$ cat config.mk
export PLATFORM = sky130hd
export DESIGN_NAME = loba_seq_div
export DESIGN_NICKNAME = d
export VERILOG_FILES = /design/src/rtl/loba_pkg.sv /design/src/rtl/loba_lod.sv /design/src/rtl/loba_seq_div.sv
export SDC_FILE = /design/constraint.sdc
export NUM_CORES = 1
export LEC_CHECK = 0
export BUFFER_PORTS_ARGS = -buffer_cell sky130_fd_sc_hd__buf_2
export CORE_MARGIN = 2
export CORE_UTILIZATION = 40
export CTS_CLUSTER_SIZE = 24
export DETAILED_ROUTE_END_ITERATION = 10
export HOLD_SLACK_MARGIN = 0.15
export SLEW_MARGIN = 20
export SYNTH_ARGS = -nofsm -noshare
export SYNTH_HDL_FRONTEND = slang
export SYNTH_SLANG_ARGS = --single-unit
export TNS_END_PERCENT = 1
$ cat constraint.sdc
create_clock -name clk -period 7 [get_ports clk]
set_input_delay 1.4 -clock clk [delete_from_list [all_inputs] [get_ports clk]]
set_output_delay 1.4 -clock clk [all_outputs]
set_load 0.01 [all_outputs]
$ cat src/rtl/loba_pkg.sv
// Shared types and width constants for the LOBA approximate-arithmetic blocks.
// Default widths match the reference divider configuration (N=16, W=4).
package loba_pkg;

  localparam int LOBA_N  = 16;
  localparam int LOBA_W  = 4;
  localparam int LOBA_SW = $clog2(LOBA_N);
  localparam int LOBA_RW = LOBA_W + 1;

  // Divide-by-zero quotient; wide enough to be truncated to any N up to 64.
  localparam logic [63:0] LOBA_DZ_ALL1 = '1;

  typedef enum logic [1:0] {
    IDLE = 2'd0,
    LOD  = 2'd1,
    DIV  = 2'd2,
    DONE = 2'd3
  } loba_state_e;

endpackage

$ cat src/rtl/loba_lod.sv
// Leading-one detector: index of the highest set bit, plus an all-zero flag.
// Purely combinational, no backpressure.
module loba_lod #(
  parameter int N  = 16,
  parameter int SW = $clog2(N)
) (
  input  logic [N-1:0]  din_i,
  output logic [SW-1:0] idx_o,
  output logic          zero_o
);

  always_comb begin
    idx_o = '0;
    for (int k = 0; k < N; k++) begin
      if (din_i[k]) idx_o = k[SW-1:0];
    end
  end

  assign zero_o = ~|din_i;

endmodule

$ cat src/rtl/loba_seq_div.sv
// Sequential LOBA approximate divider: Q ~= A / B with the divisor truncated to W bits below its leading one.
// Latency N+2 edges after acceptance (2 for B==0); one op in flight, result held until out_ready.
// Build option LOBA_DIV_ROUND_EN: round-to-nearest on the final right shift instead of truncating.
module loba_seq_div
  import loba_pkg::*;
#(
  parameter int N = LOBA_N,
  parameter int W = LOBA_W
) (
  input  logic         clk,
  input  logic         rst,
  input  logic         in_valid,
  output logic         in_ready,
  input  logic [N-1:0] A,
  input  logic [N-1:0] B,
  output logic         out_valid,
  input  logic         out_ready,
  output logic [N-1:0] Q,
  output logic         dz
);

  localparam int SW = $clog2(N);
  localparam int RW = W + 1;
  localparam logic [SW-1:0] WM1 = SW'(W - 1);

  loba_state_e   state_q;
  logic [N-1:0]  a_q, b_q, quo_q, q_q;
  logic [W-1:0]  bt_q;
  logic [SW-1:0] s_q, i_q;
  logic [RW-1:0] r_q;
  logic          zdiv_q, dz_q, out_valid_q, in_ready_q;

  logic [SW-1:0] lod_idx, s_d;
  logic          lod_zero;
  logic [W-1:0]  bt_d;
  logic [RW-1:0] r_sh_d, r_d;
  logic          qbit_d;
  logic [N-1:0]  q_trunc_d, q_d;

  loba_lod #(.N(N), .SW(SW)) u_lod (
    .din_i  (b_q),
    .idx_o  (lod_idx),
    .zero_o (lod_zero)
  );

  always_comb begin
    s_d    = (lod_idx >= WM1) ? lod_idx - WM1 : '0;
    bt_d   = W'(b_q >> s_d);
    // The stored remainder is always below Bt, so its top bit is never needed.
    r_sh_d = RW'({r_q, a_q[i_q]});
    qbit_d = (r_sh_d >= {1'b0, bt_q});
    r_d    = qbit_d ? r_sh_d - {1'b0, bt_q} : r_sh_d;
  end

`ifdef LOBA_DIV_ROUND_EN
  logic         rbit_d;
  logic [N:0]   q_sum_d;
  always_comb begin
    q_trunc_d = quo_q >> s_q;
    rbit_d    = (s_q != '0) ? quo_q[s_q - 1'b1] : 1'b0;
    q_sum_d   = {1'b0, q_trunc_d} + {{N{1'b0}}, rbit_d};
    q_d       = q_sum_d[N] ? {N{1'b1}} : q_sum_d[N-1:0];
  end
`else
  always_comb begin
    q_trunc_d = quo_q >> s_q;
    q_d       = q_trunc_d;
  end
`endif

  always_ff @(posedge clk or posedge rst) begin
    if (rst) begin
      state_q     <= IDLE;
      a_q         <= '0;
      b_q         <= '0;
      quo_q       <= '0;
      q_q         <= '0;
      bt_q        <= '0;
      s_q         <= '0;
      i_q         <= '0;
      r_q         <= '0;
      zdiv_q      <= 1'b0;
      dz_q        <= 1'b0;
      out_valid_q <= 1'b0;
      in_ready_q  <= 1'b1;
    end else begin
      case (state_q)
        IDLE: begin
          if (in_valid) begin
            a_q        <= A;
            b_q        <= B;
            in_ready_q <= 1'b0;
            state_q    <= LOD;
          end
        end
        LOD: begin
          zdiv_q  <= lod_zero;
          s_q     <= lod_zero ? '0 : s_d;
          bt_q    <= bt_d;
          r_q     <= '0;
          quo_q   <= '0;
          i_q     <= SW'(N - 1);
          state_q <= lod_zero ? DONE : DIV;
        end
        DIV: begin
          r_q        <= r_d;
          quo_q[i_q] <= qbit_d;
          i_q        <= i_q - 1'b1;
          if (i_q == '0) state_q <= DONE;
        end
        DONE: begin
          // First DONE cycle registers the shifted result; then it is held for the consumer.
          if (!out_valid_q) begin
            q_q         <= zdiv_q ? N'(LOBA_DZ_ALL1) : q_d;
            dz_q        <= zdiv_q;
            out_valid_q <= 1'b1;
          end else if (out_ready) begin
            out_valid_q <= 1'b0;
            in_ready_q  <= 1'b1;
            state_q     <= IDLE;
          end
        end
        default: state_q <= IDLE;
      endcase
    end
  end

  assign in_ready  = in_ready_q;
  assign out_valid = out_valid_q;
  assign Q         = q_q;
  assign dz        = dz_q;

endmodule

==> results of run 1 <==
[power by group]
part / switching [W] / internal [W]
combinational: 0.000815 / 0.000734
sequential: 0.000284 / 0.000696
clock: 0.000199 / 0.000323
total: 0.00130 / 0.00175
[Yosys cell counts, types with 3 or more instances]
master	number	area share (%)
mux2_1	3	0.63
mux4_2	8	3.4
buf_2	3	0.28
inv_1	24	1.7
buf_1	5	0.35
nand2b_1	6	0.70
a21oi_1	30	2.8
nand2_1	28	2.0
a211o_1	3	0.49
nor4_1	3	0.35
nor3_1	4	0.37
and2_1	3	0.35
buf_6	5	1.0
nand3_1	8	0.75
nor2b_1	9	1.0
ha_1	14	3.3
dfrtp_1	85	40
clkbuf_1	19	1.3
a211oi_1	5	0.70
a21o_1	4	0.56
o21ai_0	52	4.8
a21boi_0	17	2.4
mux2i_1	26	4.8
mux2_2	40	8.4
nor4_4	4	1.6
nor2_1	41	2.9
o22a_1	10	1.6
o22ai_1	7	0.82
[metal layers]
metal  part of all wire (%)  vias up  routed length [µm]  global-route usage, %
met5                      0        -                   0                      0
met4                    1.7        0                 197                   5.88
met3                    4.3       14                 506                   3.75
met2                     45       98                5300                   26.4
met1                     49     1975                5670                   23.7
li1                       -     1960                   -                      -
[final cells by class]
class | instances | area (µm²)
Clock inverter | 5 | 82.6
Sequential cell | 86 | 2150
Clock buffer | 11 | 243
Fill cell | 1265 | 7220
Timing Repair Buffer | 57 | 297
Tap cell | 176 | 220
Inverter | 24 | 91.3
Multi-Input combinational cell | 375 | 2880
[state kept, by name, summed over array words and instances, names as in the netlist, 2 cells and up]
| signal | cells |
|---|---|
| s_q | 4 |
| bt_q | 4 |
| r_q | 4 |
| state_q | 2 |
| a_q | 16 |
| Q | 16 |
| quo_q | 16 |
| b_q | 16 |
| i_q | 4 |
[layout by cell type (no fill, tap or decap), types with 3 or more instances in the layout]
cell type,count
a21oi_1,30
and2_1,3
ha_1,14
a211oi_1,5
mux2_2,40
a21boi_0,17
inv_1,23
nand3_1,8
dfrtp_1,85
nor4_4,4
a211o_1,3
nor4_1,3
mux4_2,8
nand2b_1,6
a21o_1,4
nand2_1,28
nor2b_1,9
o22ai_1,7
nor2_1,41
clkbuf_16,9
o21ai_0,52
nor3_1,4
o22a_1,10
mux2_1,3
buf_2,54
mux2i_1,26
[logic make-up (layout without fill, tap and decap cells)]
| family | Yosys count | count (layout) |
|---|---|---|
| muxes | 77 | 77 |
| xor gates and xnor gates | 2 | 2 |
| and+or+nand+nor | 120 | 120 |
| AOI/OAI and AO/OA | 161 | 161 |
| adders and majority gates | 15 | 15 |
| DFF | 86 | 86 |
| buffers and inverters | 61 | 97 |
[worst max-delay path: stages (launching register included)]
cell	delay, ns
dfrtp_1	0.48
nor2_1	0.16
a221oi_2	0.09
o41ai_4	0.42
nor2_1	0.07
nor2_1	0.10
o21bai_1	0.07
ha_1	0.30
and4b_1	0.34
nor3_2	0.07
a21oi_4	0.46
mux2_1	0.38
a2bb2oi_1	0.15
o2111a_1	0.15
a211o_1	0.26
[final timing paths]
path                            slack, ns  cells after the start  endpoint
max in group asynchronous            5.19                      3      Q[1]
worst max-delay path                 3.39                     14   bt_q[0]
worst min-delay path                 0.50                      1      Q[4]
worst min register to register       0.50                      1      Q[4]
worst max register to register       3.39                     14   bt_q[0]
min in group asynchronous            1.23                      3   b_q[13]
[through the flow]
stage | cells | area (µm²) | util (%) | setup slack (ns)
after floorplan | 522 | 5370 | - | 3.38
after global placement | 718 | 5640 | 42.7 | 3.40
after detailed placement | 718 | 5640 | 42.7 | 3.18
after CTS | 734 | 5960 | 45.2 | 3.17
after global routing | 734 | 5970 | 45.3 | 3.20
final | 734 | 5970 | 45.3 | 3.39
==> flow_summary.yaml, run 1 <==
logic_synthesis:
  ys_warn_count: 0
  synth_fp_nets: 573
  syn_area_um2: 5370
  synth_top_family_by_area: "compound AO/OA/AOI/OAI gates"
  syn_inst: 522
  ys_ff_latch: 86
  ys_types: 74
  synth-edff-count: 0
  yosys.area_share.simple_pct: 12.2
  synth_compound_area_share_pct: 20.2
  synthMuxAreaShare_pct: 17.2
  synthArstFlopShare_pct: 100
  synth_adder_area_share_pct: 3.63
  synth_ff_type: "dfrtp_1"
  seq_area_frac_synth_pct: 40.1
  synth_xor_xnor_area_share_pct: 0.326
  avgSynthCellArea_um2: 10.3
clock_network:
  cts.path.max_buffers: 2
  cts_setup_buffers: 0
  clk_latency_ns: 0.34
  cts_tree: "built"
  cts-hold-fix-buffers: 0
  clock-sinks: 86
  cts_resized: 0
  numCtsBuffers: 9
  htree_num_levels: 3
  cts.reportedPaths.clkPinSlew_ns: 0.06
  cts-root-buf: "clkbuf_16"
placement:
  dpl.hpwl_mm: 8.43
  io_buffers: 54
  gp_congestion: 0.860
sta:
  hold_violations: 0
  setup_tns_ns: 0
  period_share_pct: 51.6
  slew_headroom_pct: 40.0
  max_freq_mhz: 277
  finalCriticalPeriod_ns: 3.61
  setup_violations: 0
  skew_ns: 0.00592
  worst_pin_slew_ns: 0.897
  rsz0062_at_grt: "no"
  whs_ns: 0.504
  final-max-slew-violation-count: 0
finish:
  drive_gt1_share_pct: 25.6
  synthToLayoutAreaGrowth_pct: 11.2
  nNetsFinal: 604
  antennaDiodeCount: 0
run_status:
  status: "finished, final reports clean"
global_routing:
  grt_pass1_vias: 3995
  antenna_found_initial: 0
  grt_pass1_wl_mm: 19.9
  track_usage_pct: 17.1
  grt_max_degree: 87
  grt-ovfl-total: 0
critical_path:
  critPathRequiredTime_ns: 7.22
  crit_type: "reg -> reg"
  worst_setup_path_end_kind: "register"
  worstPathArrival_ns: 3.83
  cp-startpoint: "b_q[5]"
  cp-start-kind: "register"
  r2r_start: "b_q[5]"
  crit_fanout: 14
die:
  chipHeight_um: 120
  rows: 42
  die_x_um: 120
  initial_core_util_pct: 40.7
  ios: 55
  core-area_um2: 13200
  dieArea_um2: 14400
route:
  vias: 4047
  drc: 0
  dr.pass1.iters: 5
  drtAntennaViolNets: 0
  vias_per_cell: 5.51
  wl_per_cell_um: 15.9
  drt_wl_total_mm: 11.7
  drt_iter0_markers: 280
run:
  cap_violations: 0
power_and_ir_drop:
  p_total_w: 0.00305
  cellPowerDensity_nw_per_um2: 511
  peakVddDrop_mv: 0.218
  leakage_nw: 2.60
hold_path:
  hold_path_class: "reg -> reg"
  min_from: "Q[4]"
(Power assumes the default switching activity.)
==> run 2, diff against run 1 <==
==> constraint.sdc (replaced) <==
create_clock -name clk -period 3.55 [get_ports clk]
set_input_delay 0.71 -clock clk [delete_from_list [all_inputs] [get_ports clk]]
set_output_delay 0.71 -clock clk [all_outputs]
set_load 0.01 [all_outputs]
==> run 2 against run 1 <==
Against the previous run:
- combinational power grew 110%
- clock skew rose by 0.0036 ns
- sequential cell count did not move
- sequential power up 96%
- register-to-register slack got worse by 3.2 ns
- critical path depth grew 1
- die area is the same
- first-iteration DRC count decreased by 1.8%
- clock-buffer cell count is 1 higher
- clock power increased by 79%
- largest cell class unchanged
- largest power group unchanged
==> flow_summary.yaml, run 2 (same netlist as run 1, synthesis figures left out) <==
critical_path:
  worstPathArrival_ns: 3.58
  worst_setup_path_end_kind: "register"
  cpMostUsedCell: "nor2_1"
  crit_fanout: 10
  cp-start-kind: "register"
  crit_type: "reg -> reg"
  worst_path_largest_cell_delay_ns: 0.48
  cp_slowest_cell: "dfrtp_1"
  critPathRequiredTime_ns: 3.78
  path_cells: "nor2_1 -> a221oi_2 -> o41ai_4 -> nor2_1 -> nor2_1 -> o21bai_1 -> ha_1 -> and4b_1 -> nor3_2 -> a21oi_4 -> buf_4 -> mux2i_1 -> a2bb2oi_1 -> o2111a_1 -> a211o_1"
clock_network:
  cts_resized: 0
  cts-hold-fix-buffers: 0
  numCtsBuffers: 9
  cts-root-buf: "clkbuf_16"
  cts_setup_buffers: 0
  cts.reportedPaths.clkPinSlew_ns: 0.06
  clock-sinks: 86
  htree_num_levels: 3
  cts.path.max_buffers: 2
  clk_latency_ns: 0.35
  cts_tree: "built"
die:
  die_x_um: 120
  initial_core_util_pct: 40.7
  dieArea_um2: 14400
  chipHeight_um: 120
  ios: 55
  rows: 42
  core-area_um2: 13200
sta:
  max_freq_mhz: 298
  period_share_pct: 94.4
  whs_ns: 0.490
  final-max-slew-violation-count: 0
  hold_violations: 0
  setup_violations: 0
  skew_ns: 0.00950
  finalCriticalPeriod_ns: 3.35
  slew_headroom_pct: 40.7
  worst_pin_slew_ns: 0.890
hold_path:
  hold_path_class: "in -> async"
placement:
  gp_congestion: 0.819
  io_buffers: 54
  dpl.hpwl_mm: 8.76
route:
  drtAntennaViolNets: 0
  vias: 4073
  dr.pass1.iters: 7
  vias_per_cell: 5.49
  drt_wl_total_mm: 12.0
  wl_per_cell_um: 16.2
  drt_iter0_markers: 275
  drc: 0
global_routing:
  grt_pass1_wl_mm: 20.7
  grt_pass1_vias: 4061
  grt_max_degree: 48
  track_usage_pct: 17.9
  grt-ovfl-total: 0
  antenna_found_initial: 0
power_and_ir_drop:
  peakVddDrop_mv: 0.470
  leakage_nw: 2.60
  cellPowerDensity_nw_per_um2: 1010
  p_total_w: 0.00605
run_status:
  status: "finished, final reports clean"
finish:
  antennaDiodeCount: 0
  nNetsFinal: 612
  fin_util_pct: 45.4
  layout_common_cells: "dfrtp_1 (85), buf_2 (54), o21ai_0 (52)"
  drive_gt1_share_pct: 26.1
  synthToLayoutAreaGrowth_pct: 11.4
  final_common_cell: "dfrtp_1"
run:
  cap_violations: 0
run 2: cell types whose count changed in the layout (fill, tap and decap cells not counted), sizes merged:
cell	previous run	this run
buf	57	65
clkinv	4	2
clkinvlp	0	2
bufinv	2	1
clkbuf	11	12
run 2: final cells by class:
cell class              count  area (µm²)
clock inverters             4        50.0
fillers                  1255        7210
repair buffers             65         353
clock buffers              12         236
flip-flops and latches     86        2150
well taps                 176         220
multi-input cells         375        2880
inverters                  24        91.3
run 2: power by group:
group | total [W] | switching, W | internal [W] | leakage (nW)
clock | 0.000933 | 0.000388 | 0.000545 | 0.133
combinational | 0.00319 | 0.00166 | 0.00153 | 1.43
sequential | 0.00192 | 0.000548 | 0.00137 | 1.04
run 2: per-layer routing:
| metal | share of wire (%) | vias to the layer above | track usage [%] |
|---|---|---|---|
| li1 | - | 1983 | - |
| met1 | 49 | 1980 | 25.5 |
| met2 | 46 | 96 | 27.1 |
| met3 | 3.9 | 14 | 3.94 |
| met4 | 1.3 | 0 | 6.18 |
| met5 | 0 | - | 0 |
run 2: critical path: cells and delay by family (launching register included):
| kind | cells | cell delay, ns |
|---|---|---|
| flops | 1 | 0.48 |
| compound gates | 7 | 1.40 |
| simple gates | 5 | 0.70 |
| buf+inv | 1 | 0.20 |
| mux | 1 | 0.24 |
| fa+ha+maj | 1 | 0.21 |
run 2: through the flow:
step	TNS [ns]	std cells	instance area (µm²)	setup slack (ns)
5_1_grt	-0.00948	742	5980	-0.00564
3_3_place_gp	0	724	5680	0.265
2_1_floorplan	0	522	5370	0.120
6_report	0	742	5980	0.199
4_1_cts	0	740	5970	0.150
3_5_place_dp	0	724	5680	0.169
run 2: worst paths after layout:
path | start | end | slack (ns) | depth (start not counted)
max | b_q[5] | bt_q[0] | 0.20 | 15
min | rst | bt_q[2] | 0.49 | 2
max reg2reg | b_q[5] | bt_q[0] | 0.20 | 15
min reg2reg | Q[4] | Q[4] | 0.49 | 1
max in group asynchronous | rst | quo_q[9] | 2.26 | 3
min in group clk | Q[4] | Q[4] | 0.49 | 1
==> run 3, diff against run 2 <==
==> constraint.sdc (replaced) <==
create_clock -name clk -period 4.3 [get_ports clk]
set_input_delay 0.86 -clock clk [delete_from_list [all_inputs] [get_ports clk]]
set_output_delay 0.86 -clock clk [all_outputs]
set_load 0.01 [all_outputs]
==> run 3 against run 2 <==
Against the previous run:
- clock-buffer cell count is 1 lower
- register-to-register slack improved by 0.46 ns
- clock skew decreased by 0.0016 ns
- critical endpoint unchanged
- non-clock buffer count decreased by 7
- largest power group unchanged
==> flow_summary.yaml, run 3 (same netlist as run 1, synthesis figures left out) <==
finish:
  layout_common_cells: "dfrtp_1 (85), buf_2 (54), o21ai_0 (52)"
  antennaDiodeCount: 0
  fill_cells: 1285
  drive_gt1_share_pct: 25.4
  nNetsFinal: 605
  final_cell_area_um2: 5910
  final_common_cell: "dfrtp_1"
  synthToLayoutAreaGrowth_pct: 10.0
  final_cells: 734
critical_path:
  crit_fanout: 14
  worst_setup_path_end_kind: "register"
  crit_type: "reg -> reg"
  worstPathArrival_ns: 3.87
  critPathRequiredTime_ns: 4.53
  cp-start-kind: "register"
  reg2regPathDepth: 14
placement:
  dpl_cell_area_um2: 5640
  io_buffers: 54
  gp_congestion: 0.917
  dpl.hpwl_mm: 8.66
  dp.cells: 719
route:
  vias: 4023
  dr.pass1.iters: 5
  drtAntennaViolNets: 0
  drt_wl_total_mm: 11.7
  drc: 0
  vias_per_cell: 5.48
  drt_iter0_markers: 220
  wl_per_cell_um: 16.0
die:
  rows: 42
  core-area_um2: 13200
  ios: 55
  die_x_um: 120
  dieArea_um2: 14400
  chipHeight_um: 120
  initial_core_util_pct: 40.7
clock_network:
  cts.reportedPaths.clkPinSlew_ns: 0.06
  cts.path.max_buffers: 2
  cts-root-buf: "clkbuf_16"
  clk_latency_ns: 0.34
  cts_setup_buffers: 0
  cts-hold-fix-buffers: 0
  clock-sinks: 86
  cts_tree: "built"
  cts_resized: 0
  numCtsBuffers: 9
  htree_num_levels: 3
sta:
  rsz0062_at_grt: "no"
  finalCriticalPeriod_ns: 3.64
  setup_tns_ns: 0
  hold_violations: 0
  skew_ns: 0.00793
  final-max-slew-violation-count: 0
  max_freq_mhz: 275
  worst_pin_slew_ns: 0.878
  period_share_pct: 84.7
  setup_violations: 0
  slew_headroom_pct: 41.4
power_and_ir_drop:
  p_clk_share_pct: 14.6
  power_frac_comb_pct: 52.6
  internal_power_w: 0.00274
  power_frac_seq_pct: 32.8
  switching_share_pct: 43.5
  peakVddDrop_mv: 0.376
  p_sw_w: 0.00211
  leakage_nw: 2.57
  cellPowerDensity_nw_per_um2: 820
global_routing:
  antenna_found_initial: 0
  grt-ovfl-total: 0
  grt_pass1_wl_mm: 20.2
  grt_max_degree: 52
  track_usage_pct: 17.6
  grt_pass1_vias: 3917
hold_path:
  hold_path_class: "reg -> reg"
  hold_depth: 1
run_status:
  status: "finished, final reports clean"
run:
  cap_violations: 0
-- run 3: changes by cell type in the layout (fill, tap and decap cells not counted), sizes merged --
cell	before	now
buf	65	58
clkinv	2	5
clkinvlp	2	0
bufinv	1	0
clkbuf	12	11
-- run 3: final timing paths --
kind | end | start | slack (ns)
setup reg to reg | bt_q[0] | b_q[5] | 0.66
max in group asynchronous | i_q[2] | rst | 2.68
hold reg to reg | Q[1] | Q[1] | 0.50
hold / removal | Q[1] | Q[1] | 0.50
min in group asynchronous | b_q[13] | rst | 0.66
setup / recovery | bt_q[0] | b_q[5] | 0.66
-- run 3: metal layers --
layer	track usage [%]	vias to the layer above	wire, µm
met1	25.4	1943	5770
li1	-	1967	-
met5	0	-	0
met4	6.32	0	227
met2	26.4	96	5210
met3	3.09	17	518
-- run 3: area by class of cell --
type | instances | area [µm²] | area share, %
multi-input combinational | 375 | 2880 | 48.7
sequential | 86 | 2150 | 36.4
timing repair buffer | 58 | 300 | 5.08
clock buffer | 11 | 243 | 4.11
tap | 176 | 220 | 3.73
inverter | 24 | 91.3 | 1.55
clock inverter | 4 | 23.8 | 0.402
-- run 3: worst max-delay path: stages (launching register included) --
cell and delay [ns]:
dfrtp_1 0.48, nor2_1 0.16, a221oi_2 0.09, o41ai_4 0.43, nor2_1 0.08, nor2_1 0.10
o21bai_1 0.07, ha_1 0.29, and4b_1 0.36, nor3_2 0.07, a21oi_4 0.46, mux2_1 0.38
a2bb2oi_1 0.15, o2111a_1 0.14, a211o_1 0.26
-- run 3: through the flow --
stage	total power, W	hold slack [ns]	setup WS, ns	util [%]
CTS	0.00487	0.504	0.661	44.8
global placement	0.00408	0.468	0.784	42.8
floorplan	0.00372	0.469	0.870	-
detailed placement	0.00414	0.490	0.686	42.8
global route	0.00526	0.515	0.415	44.8
finish	0.00484	0.498	0.658	44.8
-- run 3: power by group through the flow --
stage	registers [W]	clock network [W]	logic (W)
floorplan	0.00137	0	0.00235
global placement	0.00158	0	0.00249
detailed placement	0.00160	0	0.00254
CTS	0.00159	0.000733	0.00255
global route	0.00165	0.000768	0.00283
finish	0.00159	0.000707	0.00255
